## src/rtl/sram_access_ctrl_pkg.sv

```systemverilog
// Shared types and helpers for the SRAM access controller.
package sram_access_ctrl_pkg;

    // Controller operating modes.
    typedef enum logic [1:0] {
        StReady = 2'd0,  // serving bus requests
        StDrain = 2'd1,  // waiting for an outstanding read response before a fill
        StInit  = 2'd2   // writing the init word to every location
    } ctrl_state_e;

    // Number of byte lanes in a data word.
    function automatic int unsigned be_width(input int unsigned data_width);
        return data_width / 8;
    endfunction

endpackage

```

## src/rtl/sram_access_ctrl.sv

```systemverilog
// Valid/ready front end for a single-port byte-write SRAM, with a full-array fill engine.
module sram_access_ctrl
    import sram_access_ctrl_pkg::*;
#(
    parameter int unsigned           ADDR_WIDTH    = 14,
    parameter int unsigned           DATA_WIDTH    = 32,
    parameter logic [DATA_WIDTH-1:0] INIT_VALUE    = '0,
    parameter bit                    INIT_ON_RESET = 1'b1,
    localparam int unsigned          BeWidth       = be_width(DATA_WIDTH)
) (
    input  logic                  clk_i,
    input  logic                  reset_i,
    // Request stream
    input  logic                  req_valid_i,
    output logic                  req_ready_o,
    input  logic                  req_read_not_write_i,
    input  logic [ADDR_WIDTH-1:0] req_address_i,
    input  logic [BeWidth-1:0]    req_byte_enable_i,
    input  logic [DATA_WIDTH-1:0] req_write_data_i,
    // Read response stream
    output logic                  rsp_valid_o,
    input  logic                  rsp_ready_i,
    output logic [DATA_WIDTH-1:0] rsp_data_o,
    // Fill control
    input  logic                  init_start_i,
    output logic                  init_busy_o,
    // SRAM side
    output logic                  sram_clock_enable_o,
    output logic                  sram_select_o,
    output logic                  sram_read_not_write_o,
    output logic [ADDR_WIDTH-1:0] sram_address_o,
    output logic [BeWidth-1:0]    sram_write_enable_o,
    output logic [DATA_WIDTH-1:0] sram_write_data_o,
    input  logic [DATA_WIDTH-1:0] sram_data_out_i
);

    ctrl_state_e           state_q, state_d;
    logic [ADDR_WIDTH-1:0] fill_cnt_q, fill_cnt_d;
    logic                  rd_pending_q, rd_pending_d;
    // Low from reset until the first clock edge afterwards; gates every strobe so that
    // nothing reaches the SRAM while reset is asserted.
    logic                  clk_en_q;

    logic                  rsp_fire;
    logic                  req_fire;

    assign rsp_fire = rd_pending_q & rsp_ready_i;

    // State, fill counter, read-pending flag and clock enable.
    always_ff @(posedge clk_i or posedge reset_i) begin
        if (reset_i) begin
            state_q      <= INIT_ON_RESET ? StInit : StReady;
            fill_cnt_q   <= '0;
            rd_pending_q <= 1'b0;
            clk_en_q     <= 1'b0;
        end else begin
            state_q      <= state_d;
            fill_cnt_q   <= fill_cnt_d;
            rd_pending_q <= rd_pending_d;
            clk_en_q     <= 1'b1;
        end
    end

    // Next-state logic and combinational SRAM strobes.
    always_comb begin
        state_d               = state_q;
        fill_cnt_d            = fill_cnt_q;
        rd_pending_d          = rd_pending_q;
        req_ready_o           = 1'b0;
        req_fire              = 1'b0;
        sram_select_o         = 1'b0;
        sram_read_not_write_o = 1'b0;
        sram_address_o        = '0;
        sram_write_enable_o   = '0;
        sram_write_data_o     = '0;

        // A consumed response frees the pending slot; a new read below may refill it.
        if (rsp_fire) begin
            rd_pending_d = 1'b0;
        end

        unique case (state_q)
            StReady: begin
                // A stalled response blocks everything so the SRAM output register holds.
                req_ready_o           = clk_en_q & (~rd_pending_q | rsp_ready_i);
                req_fire              = req_valid_i & req_ready_o;
                sram_select_o         = req_fire;
                sram_read_not_write_o = req_read_not_write_i;
                sram_address_o        = req_address_i;
                sram_write_enable_o   = req_read_not_write_i ? '0 : req_byte_enable_i;
                sram_write_data_o     = req_write_data_i;
                if (req_fire && req_read_not_write_i) begin
                    rd_pending_d = 1'b1;
                end
                // Decide on the post-cycle pending state: a response consumed this cycle
                // needs no drain, while a read accepted alongside init_start does.
                if (init_start_i && clk_en_q) begin
                    state_d = rd_pending_d ? StDrain : StInit;
                end
            end

            StDrain: begin
                if (!rd_pending_d) begin
                    state_d = StInit;
                end
            end

            StInit: begin
                if (clk_en_q) begin
                    sram_select_o         = 1'b1;
                    sram_read_not_write_o = 1'b0;
                    sram_address_o        = fill_cnt_q;
                    sram_write_enable_o   = '1;
                    sram_write_data_o     = INIT_VALUE;
                    fill_cnt_d            = fill_cnt_q + 1'b1;
                    if (fill_cnt_q == '1) begin
                        state_d = StReady;
                    end
                end
            end

            default: begin
                state_d = StReady;
            end
        endcase
    end

    assign rsp_valid_o         = rd_pending_q;
    assign rsp_data_o          = sram_data_out_i;
    assign init_busy_o         = (state_q != StReady);
    assign sram_clock_enable_o = clk_en_q;

endmodule

```

## config.mk

```make
export PLATFORM = sky130hd
export DESIGN_NAME = sram_access_ctrl
export DESIGN_NICKNAME = d
export VERILOG_FILES = /design/src/rtl/sram_access_ctrl_pkg.sv /design/src/rtl/sram_access_ctrl.sv
export SDC_FILE = /design/constraint.sdc
export NUM_CORES = 1
export LEC_CHECK = 0
export BUFFER_PORTS_ARGS = -buffer_cell sky130_fd_sc_hd__buf_4
export CAP_MARGIN = 40
export CORE_MARGIN = 2
export CORE_UTILIZATION = 30
export DETAILED_ROUTE_END_ITERATION = 7
export PLACE_DENSITY = 0.88
export SLEW_MARGIN = 20
export SYNTH_ARGS = -nofsm -noshare
export SYNTH_HDL_FRONTEND = slang
export SYNTH_SLANG_ARGS = --single-unit
```

## constraint.sdc

```tcl
create_clock -name clk_i -period 1.45 [get_ports clk_i]
set_input_delay 0.0725 -clock clk_i [delete_from_list [all_inputs] [get_ports clk_i]]
set_output_delay 0.0725 -clock clk_i [all_outputs]
set_load 0.01 [all_outputs]
```

# After elaboration in Yosys (flattened, before gate mapping)
# Cells that the tools add are included.
[classes] n_eq_ne=7 n_reduce_logical=6 mux=20 bitwise_logic=5 addsub=1
[op_table] operator="$mux 32" n=1
[op_table] operator="$pmux 14 s2" n=1
[op_table] operator="$add 14x1->14 const B" n=1
[op_table] operator="$eq 14x14->1 const B" n=1
[op_table] operator="$mux 14" n=1
[op_table] operator="$mux 2" n=5
[op_table] operator="$mux 4" n=2
[op_table] operator="$ne 2x2->1 const B" n=4
[op_table] operator="$pmux 4 s2" n=1
[op_table] operator="$mux 1" n=7
[op_table] operator="$pmux 2 s3" n=1
[op_table] operator="$reduce_and 4->1" n=1
[op_table] operator="$and 1x1->1" n=3
[op_table] operator="$eq 2x1->1 const B" n=1
[op_table] operator="$eq 2x2->1 const B" n=1
[op_table] operator="$logic_and 1x1->1" n=2
[op_table] operator="$logic_not 2->1" n=1
[op_table] operator="$pmux 1 s2" n=1
[op_table] operator="$reduce_and 2->1" n=1
[op_table] operator="$reduce_bool 2->1" n=1
[op_table] operator="$not 1->1" n=1
[op_table] operator="$or 1x1->1" n=1
[totals] input_bits=88 reg_bits=18 out_inout_bits=88

# Longest topological paths before layout
# Gate-level depths: netlist of run 1.
[depth] word_depth=10 depth_mapped=5

# Least setup slack after synthesis of run 1
# No wires, ideal clock.
[synth_path] kind="register to register" start="register state_q[1]" end="register state_q[1]" arrival_ps=1409 path_stages_with_launch=5 path_slack_ps=-36 setup_ps=77 t_required_ps=1373 cell_sequence="dfstp_2 buf_2 nand4_1 or4b_1 o21a_1"
[synth_via] elab_chain_cells=3 word_cells_on_any_way=9 cone_classes="eq/ne: 6; mux: 1; reduce/logical: 2"
[synth_rtl] element="start: declaration" line_no="sram_access_ctrl.sv:37" text="ctrl_state_e state_q, state_d;"
[synth_rtl] element="start signal: assignment" line_no="sram_access_ctrl.sv:52" text="state_q <= INIT_ON_RESET ? StInit : StReady;"
[synth_rtl] element="start signal: assignment" line_no="sram_access_ctrl.sv:57" text="state_q <= state_d;"
[synth_rtl] element="$eq 2x1->1 (tied with other cells)" line_no="sram_access_ctrl.sv:82" text="unique case (state_q)"
[synth_rtl] element="$ne 2x2->1 (no line)"
[synth_rtl] element="$reduce_and 4->1 (no line)"
# Parallel ways exist; a longest one is shown, timed or not.
# A chain may end at the register's enable or synchronous reset.

# Worst setup path after layout of run 1
[layout_path] start="register state_q[1]" end="register fill_cnt_q[10]"
[layout_via] elab_chain_cells=2
[layout_rtl] element="$eq 2x2->1" line_no="sram_access_ctrl.sv:82"
[layout_rtl] element="$reduce_and 2->1 (no line)"
[layout_rtl] element="end signal: assignment" line_no="sram_access_ctrl.sv:58" text="fill_cnt_q <= fill_cnt_d;"
[layout_rtl] element="end: declaration" line_no="sram_access_ctrl.sv:38" text="logic [ADDR_WIDTH-1:0] fill_cnt_q, fill_cnt_d;"
# No other way between the ends.

==> results of run 1 <==
worst min path at each step:
stage	slack (ns)	depth (start not counted)	to	from
3_3_place_gp	0.15	0	rsp_data_o[12]	sram_data_out_i[12]
5_1_grt	0.15	0	rsp_data_o[20]	sram_data_out_i[20]
2_1_floorplan	0.01	1	fill_cnt_q[0]	reset_i
3_5_place_dp	0.15	0	rsp_data_o[12]	sram_data_out_i[12]
4_1_cts	0.15	0	rsp_data_o[12]	sram_data_out_i[12]
6_report	0.15	0	rsp_data_o[2]	sram_data_out_i[2]
flip-flops by register name, indices dropped and copies added, names as in the netlist:
register	cells
fill_cnt_q	14
sram_clock_enable_o	1
rsp_valid_o	1
state_q	2
layout make-up:
type                            instances  area share
Inverter                                4     0.00549
Clock buffer                            4      0.0201
Timing Repair Buffer                  145       0.453
Tap cell                               67      0.0306
Multi-Input combinational cell        112       0.326
Sequential cell                        18       0.166
report_power, final:
group	switching, mW	leakage (nW)	internal [mW]	total, mW
sequential	0.110	0.234	0.610	0.720
clock	0.171	0.0288	0.241	0.412
combinational	1.21	1.15	1.65	2.87
metrics by stage:
| step | hold slack (ns) | setup WS [ns] | instance area (µm²) | power [mW] | setup TNS [ns] |
|---|---|---|---|---|---|
| after floorplan | 0.0103 | 0.00362 | 1510 | 1.83 | 0 |
| after global placement | 0.145 | 0.0477 | 2270 | 2.78 | 0 |
| after detailed placement | 0.145 | -0.0302 | 2270 | 2.85 | -0.0302 |
| after CTS | 0.145 | -0.124 | 2580 | 3.75 | -4.02 |
| after global routing | 0.145 | -0.232 | 2740 | 4.22 | -9.17 |
| final | 0.145 | -0.164 | 2740 | 4.00 | -5.54 |
placed cells by master, fill, tap and decap left out, drive strengths merged:
cell,Yosys,final
buf,38,144
and2,33,33
dfrtp,17,17
a22o,12,12
nand2,8,8
xnor2,8,8
nand3,8,8
nor2,7,7
xor2,5,5
a21o,4,4
clkbuf,3,4
inv,4,4
nand4,4,4
a21oi,4,4
nor3,3,3
and3,3,3
o21a,2,2
nand2b,2,2
mux2,1,1
nand4b,1,1
nor4,1,1
or4b,1,1
a31oi,1,1
o22ai,1,1
o21ai,1,1
ha,1,1
dlygate4sd3,0,1
conb,1,1
dfstp,1,1
metal layers:
| metal | global-route usage | routed length, µm |
|---|---|---|
| met1 | 0.177 | 1860 |
| met2 | 0.372 | 3170 |
| met3 | 0.0348 | 429 |
| met4 | 0.0635 | 59 |
| met5 | 0 | 0 |
Yosys cell counts (all sizes together):
library cell  number  area share
a21o               4       0.020
and2              33        0.14
nand4b             1      0.0058
o22ai              1      0.0042
a31oi              1      0.0042
nor2               7       0.022
xnor2              8       0.047
nand2b             2      0.0083
buf               38        0.18
conb               1      0.0025
o21a               2       0.010
dfstp              1       0.018
clkbuf             3      0.0075
a21oi              4       0.013
o21ai              1      0.0033
and3               3       0.013
nand3              8       0.027
dfrtp             17        0.28
nand2              8       0.020
xor2               5       0.029
nand4              4       0.021
a22o              12       0.071
inv                4       0.010
mux2               1      0.0075
or4b               1      0.0067
ha                 1      0.0083
nor4               1      0.0083
nor3               3       0.010
kinds of logic after synthesis:
group                      share of synthesized area
buffers and inverters                          0.199
other                                        0.00250
and+or+nand+nor                                0.280
adders and majority gates                    0.00833
DFF                                            0.301
xor gates and xnor gates                      0.0758
AOI/OAI and AO/OA                              0.126
muxes                                        0.00750
timing repair:
action / in CTS / in global routing
gates cloned: 2 / 1
hold buffers: 1 / 0
pin swaps: 24 / 14
endpoints found under the setup margin: 54 / 63
buffers inserted: 10 / 5
endpoints found under the hold margin: 17 / 0
gates resized for setup: 48 / 32
==> flow_metrics.py, run 1 <==
metrics = {
    "synthesis": {
        "syn_area_um2": 1500,
        "synthCells": 175,
        "warnings_synthesis": 0,
        "synth-seq-area-share": 0.301,
        "post_synthesis_mean_instance_area_um2": 8.58,
        "yosysUniqueCellTypes": 33,
        "ys_ff_latch": 18,
        "postSynthNetCount": 264,
    },
    "run_status": {
        "run_status": "finished with violations",
        "failed_checks": "negative setup slack",
    },
    "power_and_ir_drop": {
        "ir_drop_uv": 582,
        "leakage_power_of_the_design_nw": 1.41,
        "power.density_nw_per_um2": 1460,
    },
    "detailed_routing": {
        "drc_errors": 0,
        "post_drt_via_cell_ratio": 4.70,
        "final_antenna_net_count": 0,
        "firstDrtPassIters": 4,
        "wl_per_cell_um": 15.8,
        "detailed_route_iter0_violations": 53,
        "totalWireLength_um": 5520,
        "dr_total_vias": 1645,
    },
    "finish": {
        "multi_input_comb_area_um2": 891,
        "drive_above_1_share": 0.682,
        "post_layout_nets": 373,
        "diodes": 0,
        "n_fill_cell": 425,
        "regArea_um2": 453,
        "layout.cells.non_filler": 350,
        "synthToLayoutAreaGrowth_pct": 82.2,
        "finish.utilization": 0.572,
    },
    "worst_setup_path": {
        "timing.setup.critical_path_class": "reg2reg",
        "critPathSlowestCell": "dfstp_2",
        "worst-path-stages": 7,
        "regToRegEndpoint": "fill_cnt_q[10]",
        "ff2ff_path_depth": 7,
        "max_fo_critical_path": 4,
        "cp-end-kind": "register",
        "worstPathRequired_ns": 1.60,
        "critical-path-top-delay-family": "flip-flops",
        "cp_common_cell": "buf_4",
        "critical_path.cell_chain": "buf_6, nand4_1, buf_4, nor2_4, buf_4, nand3_2, xnor2_1",
        "critical_path.max_stage_delay_ns": 0.58,
        "worstSetupStartpoint": "state_q[1]",
        "worstPathArrival_ns": 1.76,
        "worst-path-buf-inv": 3,
        "setup.reg_to_reg.worst_slack_ns": -0.16,
        "cp-endpoint": "fill_cnt_q[10]",
        "reg2reg_from": "state_q[1]",
        "worst_setup_path_start_kind": "register",
    },
    "placement": {
        "dp_cells": 328,
        "routabilityCongestion": 0.850,
        "dpl.hpwl_um": 3940,
        "numPortBuffers": 111,
    },
    "global_routing": {
        "vias_in_the_first_global_route": 1553,
        "first_pass_grt_wire_length_um": 7500,
        "largest_net_degree_at_the_start_of_global_routing": 19,
        "grt_usage": 0.181,
        "overflow": 0,
        "number_of_antenna_violations_at_the_first_check_in_global_routing": 0,
    },
    "floorplanning": {
        "start_util": 0.314,
        "die_w_um": 74.7,
        "die_height_um": 74.7,
        "num_io_pins": 176,
        "fp.coreArea_um2": 4790,
        "std_cell_rows": 25,
        "design.die.area_um2": 5590,
    },
    "clock_network": {
        "cts_tree": "done",
        "clock-sinks": 18,
        "cts-buffers-inserted": 3,
        "worstSkewPairLatency_ns": 0.26,
        "clkTransAtPathRegs_ns": 0.07,
        "cts.path.max_buffers": 2,
        "cts_root_buf": "clkbuf_8",
        "htreeDepth": 1,
    },
    "min_path": {
        "worstHoldPathType": "in2out",
    },
    "run": {
        "max-cap-violations": 0,
    },
    "timing": {
        "final-hold-violation-count": 0,
        "layout_setup_ws_ns": -0.164,
        "rsz0062_at_grt": "yes",
        "max_clock_freq_mhz": 620,
        "relSlewSlack": 0.537,
        "slew_viol_final": 0,
        "period_share": 1.11,
        "worst_clock_skew_ns": 0.00380,
        "setup-violations-final": 61,
        "tightest_slew_ns": 0.693,
        "period_needed_ns": 1.61,
    },
}
Power figures use the tool's default switching activity.
==> run 2: changes to the inputs <==
--- a/config.mk
+++ b/config.mk
@@ -5,12 +5,13 @@
 export SDC_FILE = /design/constraint.sdc
 export NUM_CORES = 1
 export LEC_CHECK = 0
+export ABC_AREA = 1
 export BUFFER_PORTS_ARGS = -buffer_cell sky130_fd_sc_hd__buf_4
 export CAP_MARGIN = 40
 export CORE_MARGIN = 2
-export CORE_UTILIZATION = 30
+export CORE_UTILIZATION = 32
 export DETAILED_ROUTE_END_ITERATION = 7
-export PLACE_DENSITY = 0.88
+export PLACE_DENSITY = 0.89
 export SLEW_MARGIN = 20
 export SYNTH_ARGS = -nofsm -noshare
 export SYNTH_HDL_FRONTEND = slang
==> run 2 against run 1 <==
Against the previous run:
- the flow still finishes with violations (negative setup slack)
- wire length up 20%
- non-clock buffer count down 18
- clock power down 1%
- first-iteration DRC count down 47%
- total power down 2.0%
- final area down 0.64%
- sequential share of layout area up 0.15 points
- count of clock-buffer cells in the layout unchanged
- global-route usage up 4.2 points
- synthesized cell count up 49%
- critical path type unchanged
==> flow_metrics.py, run 2 <==
metrics = {
    "run_status": {
        "run_status": "finished with violations",
        "failed_checks": "negative setup slack",
    },
    "detailed_routing": {
        "detailed_route_iter0_violations": 28,
        "dr_total_vias": 1967,
        "firstDrtPassIters": 4,
        "drc_errors": 0,
        "totalWireLength_um": 6640,
        "final_antenna_net_count": 0,
        "wl_per_cell_um": 15.7,
        "post_drt_via_cell_ratio": 4.64,
    },
    "synthesis": {
        "synth_top_flop_cell": "dfrtp_1",
        "synthCells": 260,
        "ys_ff_latch": 18,
        "synthMostInstantiatedCell": "inv_1",
        "synth-edff-count": 0,
        "syn_area_um2": 1660,
        "postSynth.asyncResetShare": 1.00,
        "netlist.area_leader.share": 0.256,
        "post_synthesis_mean_instance_area_um2": 6.39,
        "synth_top_cell_by_area": "dfrtp_1",
        "post_synth_main_area_contributors": "dfrtp_1 26%, buf_4 14%, inv_1 13%, nand2_1 11%, nor2_1 8.6%",
        "warnings_synthesis": 0,
        "synth-seq-area-share": 0.272,
        "yosysUniqueCellTypes": 26,
        "postSynthNetCount": 349,
        "top_cells_by_instance_count_after_synthesis": "56 x inv_1, 50 x nand2_1, 38 x nor2_1",
    },
    "worst_setup_path": {
        "setup.reg_to_reg.worst_slack_ns": -0.13,
        "cp_common_cell": "nor2_4",
        "critical-path-top-delay-family": "flip-flops",
        "reg2reg_from": "state_q[1]",
        "worstPathRequired_ns": 1.60,
        "regToRegEndpoint": "fill_cnt_q[7]",
        "worst_setup_path_start_kind": "register",
        "critPathSlowestCell": "dfstp_2",
        "timing.setup.critical_path_class": "reg2reg",
        "cp-end-kind": "register",
        "critical_path.cell_chain": "inv_2, nor2_4, buf_4, nand3b_4, nor2_4, xor2_1, inv_1",
        "worstPathArrival_ns": 1.73,
        "ff2ff_path_depth": 7,
        "critical_path.max_stage_delay_ns": 0.54,
        "worst-path-buf-inv": 3,
        "max_fo_critical_path": 5,
    },
    "global_routing": {
        "vias_in_the_first_global_route": 2013,
        "largest_net_degree_at_the_start_of_global_routing": 19,
        "number_of_antenna_violations_at_the_first_check_in_global_routing": 0,
        "first_pass_grt_wire_length_um": 10400,
        "grt_usage": 0.223,
        "overflow": 0,
    },
    "timing": {
        "layout_setup_ws_ns": -0.134,
        "worst_hold_slack_ns": 0.110,
        "period_needed_ns": 1.58,
        "rsz0062_at_grt": "yes",
        "worst_clock_skew_ns": 0.00378,
        "totalNegativeSetupSlack_ns": -4.40,
        "final-hold-violation-count": 0,
        "relSlewSlack": 0.541,
        "period_share": 1.09,
        "tightest_slew_ns": 0.688,
        "slew_viol_final": 0,
        "setup-violations-final": 60,
        "max_clock_freq_mhz": 631,
    },
    "power_and_ir_drop": {
        "ir_drop_uv": 796,
        "leakage_power_of_the_design_nw": 1.57,
        "power.density_nw_per_um2": 1440,
        "power_mw": 3.92,
    },
    "clock_network": {
        "clkTransAtPathRegs_ns": 0.07,
        "clock-sinks": 18,
        "cts_root_buf": "clkbuf_8",
        "worstSkewPairLatency_ns": 0.25,
        "cts_tree": "done",
        "cts.path.max_buffers": 2,
        "htreeDepth": 1,
        "cts-buffers-inserted": 3,
    },
    "finish": {
        "regArea_um2": 454,
        "drive_above_1_share": 0.480,
        "layout.cells.non_filler": 424,
        "largest-register": "fill_cnt_q",
        "multi_input_comb_area_um2": 853,
        "synthToLayoutAreaGrowth_pct": 63.6,
        "leading_cell_types_in_the_layout_fill_and_taps_excluded": "114 x buf_4, 56 x inv_1, 44 x nand2_1, 29 x nor2_1, 15 x dfrtp_1",
        "largest_register_ffs": 14,
        "diodes": 0,
        "n_fill_cell": 509,
        "most_common_cell_after_layout_fill_and_taps_aside": "buf_4",
        "post_layout_nets": 444,
        "largest_registers_in_the_final_layout": "fill_cnt_q x14, state_q x2",
    },
    "min_path": {
        "hp-start": "rsp_ready_i",
        "worstHoldPathType": "in2reg",
        "hold_end": "state_q[0]",
        "timing.hold.worst_path_depth": 4,
    },
    "placement": {
        "numPortBuffers": 111,
        "dpl.hpwl_um": 5020,
        "dp_cells": 408,
        "routabilityCongestion": 0.922,
    },
    "run": {
        "max-cap-violations": 0,
    },
    "floorplanning": {
        "fp.coreArea_um2": 5070,
        "start_util": 0.327,
        "die_w_um": 76.1,
        "design.die.area_um2": 5790,
        "std_cell_rows": 26,
        "num_io_pins": 176,
        "die_height_um": 76.1,
    },
}
## run 2: changes by cell type in the layout (fill, tap and decap cells not counted), sizes merged, moves of 6 or more
cell | before | now
inv | 4 | 60
nand2 | 8 | 53
nor2 | 7 | 42
and2 | 33 | 0
buf | 144 | 126
o21ai | 1 | 19
a22o | 12 | 3
xnor2 | 8 | 2
## run 2: worst max path at each step
stage	end	start	cells past startpoint	slack (ns)
final	fill_cnt_q[7]	state_q[1]	7	-0.13
after global routing	fill_cnt_q[7]	state_q[1]	7	-0.19
after CTS	sram_address_o[8]	state_q[1]	6	-0.15
after detailed placement	fill_cnt_q[12]	state_q[1]	7	0.02
after global placement	fill_cnt_q[12]	state_q[1]	7	0.07
after floorplan	sram_address_o[0]	state_q[1]	5	0.16
## run 2: cell families after synthesis
logic type / count (synthesis) / share of synthesized area
compound gates: 22 / 0.0730
xor+xnor: 10 / 0.0527
fa+ha+maj: 1 / 0.00753
buf+inv: 98 / 0.298
flops: 18 / 0.272
other cells: 1 / 0.00226
simple gates: 110 / 0.294
## run 2: routing by layer
| metal | track usage | up-vias | part of all wire |
|---|---|---|---|
| met5 | 0 | - | 0 |
| met4 | 0.0636 | 0 | 0.015 |
| met3 | 0.0735 | 14 | 0.096 |
| met2 | 0.386 | 141 | 0.48 |
| met1 | 0.266 | 891 | 0.41 |
| li1 | - | 921 | - |
## run 2: power breakdown
| group | switching (mW) | total (mW) | internal (mW) |
|---|---|---|---|
| Combinational | 1.43 | 2.80 | 1.37 |
| Clock | 0.167 | 0.408 | 0.241 |
| Sequential | 0.107 | 0.711 | 0.604 |
## run 2: timing repair
action,in CTS,in global routing
hold endpoints to repair,17,0
hold buffers,1,0
resized for setup,44,16
gates cloned,4,0
endpoints found under the setup margin,52,64
buffers inserted,5,2
pin swaps,4,7
## run 2: metrics by stage
step           setup WS (ns)  cell area (µm²)  utilization
2_1_floorplan          0.158             1660            -
4_1_cts               -0.145             2660        0.525
5_1_grt               -0.193             2720        0.536
3_3_place_gp          0.0670             2360        0.466
3_5_place_dp          0.0203             2360        0.466
6_report              -0.134             2720        0.536
## run 2: worst reg2reg max path, cell delays in order, from the launching register on
cell,delay [ns]
dfstp_2,0.54
inv_2,0.05
nor2_4,0.21
buf_4,0.18
nand3b_4,0.11
nor2_4,0.16
xor2_1,0.18
inv_1,0.06
## run 2: final cells by class
class                           count  share of cell area
Timing Repair Buffer              127               0.380
Multi-Input combinational cell    145               0.314
Clock buffer                        4              0.0202
Inverter                           60              0.0865
Tap cell                           70              0.0322
Sequential cell                    18               0.167
==> run 3: changes to the inputs <==
--- a/config.mk
+++ b/config.mk
@@ -9,9 +9,9 @@
 export BUFFER_PORTS_ARGS = -buffer_cell sky130_fd_sc_hd__buf_4
 export CAP_MARGIN = 40
 export CORE_MARGIN = 2
-export CORE_UTILIZATION = 32
+export CORE_UTILIZATION = 38
 export DETAILED_ROUTE_END_ITERATION = 7
-export PLACE_DENSITY = 0.89
+export PLACE_DENSITY = 0.95
 export SLEW_MARGIN = 20
 export SYNTH_ARGS = -nofsm -noshare
 export SYNTH_HDL_FRONTEND = slang
==> constraint.sdc (replaced) <==
create_clock -name clk_i -period 1.9 [get_ports clk_i]
set_input_delay 0.095 -clock clk_i [delete_from_list [all_inputs] [get_ports clk_i]]
set_output_delay 0.095 -clock clk_i [all_outputs]
set_load 0.01 [all_outputs]
==> run 3 against run 2 <==
Against the previous run:
- the run now ends clean
- wire length is 17% lower
- via count is 8.0% lower
- first-iteration DRC count is 130% higher
- total power is 38% lower
- die area is 15% lower
- register-to-register slack better by 0.54 ns
- final cell count is 7.5% lower
- flip-flop and latch count stayed put
- largest cell class unchanged
- largest power group unchanged
==> flow_metrics.py, run 3 (synthesized netlist as in run 2, its figures left out) <==
metrics = {
    "run_status": {
        "run_status": "complete, no violations",
    },
    "clock_network": {
        "cts_tree": "done",
        "htreeDepth": 1,
        "ctsResizeCount": 0,
        "worstSkewPairLatency_ns": 0.26,
        "clkTransAtPathRegs_ns": 0.07,
        "clock-sinks": 18,
        "cts-buffers-inserted": 3,
        "cts.path.max_buffers": 2,
        "cts.repair_timing.setup_buffer_count": 0,
        "cts_root_buf": "clkbuf_8",
    },
    "timing": {
        "slew_viol_final": 0,
        "period_needed_ns": 1.72,
        "relSlewSlack": 0.529,
        "tightest_slew_ns": 0.706,
        "period_share": 0.904,
        "worst_clock_skew_ns": 0.00700,
        "totalNegativeSetupSlack_ns": 0,
        "rsz0062_at_grt": "no",
        "setup-violations-final": 0,
        "final-hold-violation-count": 0,
        "max_clock_freq_mhz": 582,
    },
    "floorplanning": {
        "start_util": 0.387,
        "num_io_pins": 176,
        "std_cell_rows": 24,
        "die_w_um": 70.1,
        "die_height_um": 70.1,
        "design.die.area_um2": 4920,
        "fp.coreArea_um2": 4290,
    },
    "worst_setup_path": {
        "worst_setup_path_start_kind": "register",
        "max_fo_critical_path": 19,
        "cp-end-kind": "output pin",
        "worstPathRequired_ns": 1.80,
        "timing.setup.critical_path_class": "reg2out",
        "worstPathArrival_ns": 1.62,
    },
    "finish": {
        "synthToLayoutAreaGrowth_pct": 42.7,
        "post_layout_nets": 430,
        "largest-register": "fill_cnt_q",
        "drive_above_1_share": 0.379,
        "multi_input_comb_area_um2": 714,
        "regArea_um2": 452,
        "largest_registers_in_the_final_layout": "fill_cnt_q x14, state_q x2",
        "stdcell_area_um2": 2370,
        "diodes": 0,
        "largest_register_ffs": 14,
        "n_fill_cell": 418,
        "leading_cell_types_in_the_layout_fill_and_taps_excluded": "113 x buf_4, 56 x inv_1, 50 x nand2_1, 38 x nor2_1, 17 x dfrtp_1",
        "most_common_cell_after_layout_fill_and_taps_aside": "buf_4",
    },
    "detailed_routing": {
        "wl_per_cell_um": 14.0,
        "final_antenna_net_count": 0,
        "dr_total_vias": 1810,
        "totalWireLength_um": 5510,
        "firstDrtPassIters": 4,
        "post_drt_via_cell_ratio": 4.62,
        "drc_errors": 0,
        "detailed_route_iter0_violations": 63,
    },
    "power_and_ir_drop": {
        "leakage_power_of_the_design_nw": 1.45,
        "power.density_nw_per_um2": 1020,
        "ir_drop_uv": 623,
    },
    "placement": {
        "numPortBuffers": 111,
        "dpl-instance-area_um2": 2310,
        "routabilityCongestion": 0.878,
        "dpl.hpwl_um": 4610,
    },
    "global_routing": {
        "number_of_antenna_violations_at_the_first_check_in_global_routing": 0,
        "vias_in_the_first_global_route": 1707,
        "largest_net_degree_at_the_start_of_global_routing": 25,
        "first_pass_grt_wire_length_um": 8380,
        "overflow": 0,
        "grt_usage": 0.212,
    },
    "run": {
        "max-cap-violations": 0,
    },
    "min_path": {
        "worstHoldPathType": "in2reg",
    },
}
-- run 3: cell types whose count changed in the layout (fill, tap and decap cells not counted), sizes merged --
cell,delta
clkinv,+1
nand2,-1
inv,-1
buf,-13
-- run 3: routing by layer --
metal | up-vias | track usage | wire length (µm)
li1 | 887 | - | -
met1 | 807 | 0.254 | 2230
met2 | 112 | 0.374 | 2680
met3 | 4 | 0.0837 | 580
met4 | 0 | 0.0192 | 21
met5 | - | 0 | 0
-- run 3: layout make-up --
| class | instances | area share |
|---|---|---|
| clock buffer | 4 | 0.0232 |
| inverter | 60 | 0.0955 |
| multi-input combinational | 144 | 0.301 |
| sequential | 18 | 0.191 |
| tap | 52 | 0.0274 |
| timing repair buffer | 114 | 0.362 |
-- run 3: timing repair --
item                                    4_1_cts  5_1_grt
hold endpoints to repair                     17        0
hold buffers                                  1        0
endpoints found under the setup margin        0        0
-- run 3: path summary, 6_finish.rpt --
path                             start                  to  slack, ns  cells past startpoint
hold / removal             rsp_ready_i          state_q[0]       0.12                      4
hold reg to reg             state_q[1]          state_q[1]       0.50                      2
setup reg to reg            state_q[1]      fill_cnt_q[12]       0.41                      7
max in group asynchronous      reset_i       fill_cnt_q[8]       0.94                      3
min in group asynchronous      reset_i       fill_cnt_q[9]       0.51                      3
setup / recovery            state_q[1]  sram_address_o[12]       0.18                      5
-- run 3: worst max-delay path, stage by stage, from the launching register on --
cell and delay (ns):
dfstp_2 0.57, inv_2 0.06, nor2_4 0.14, nand2_4 0.17, o21ai_0 0.25, buf_4 0.17
-- run 3: report_power, final --
| part | leakage, nW | internal (mW) | switching (mW) |
|---|---|---|---|
| Clock | 0.0288 | 0.184 | 0.133 |
| Sequential | 0.238 | 0.461 | 0.0791 |
| Combinational | 1.18 | 0.718 | 0.841 |
-- run 3: stage by stage --
stage	std cells	hold slack [ns]	utilization	total power [mW]	setup WS, ns
floorplan	260	0.0328	-	1.39	0.586
global placement	387	0.190	0.537	2.06	0.475
detailed placement	387	0.190	0.537	2.10	0.417
CTS	392	0.127	0.552	2.43	0.180
global route	392	0.139	0.552	2.57	0.0598
finish	392	0.120	0.552	2.42	0.182
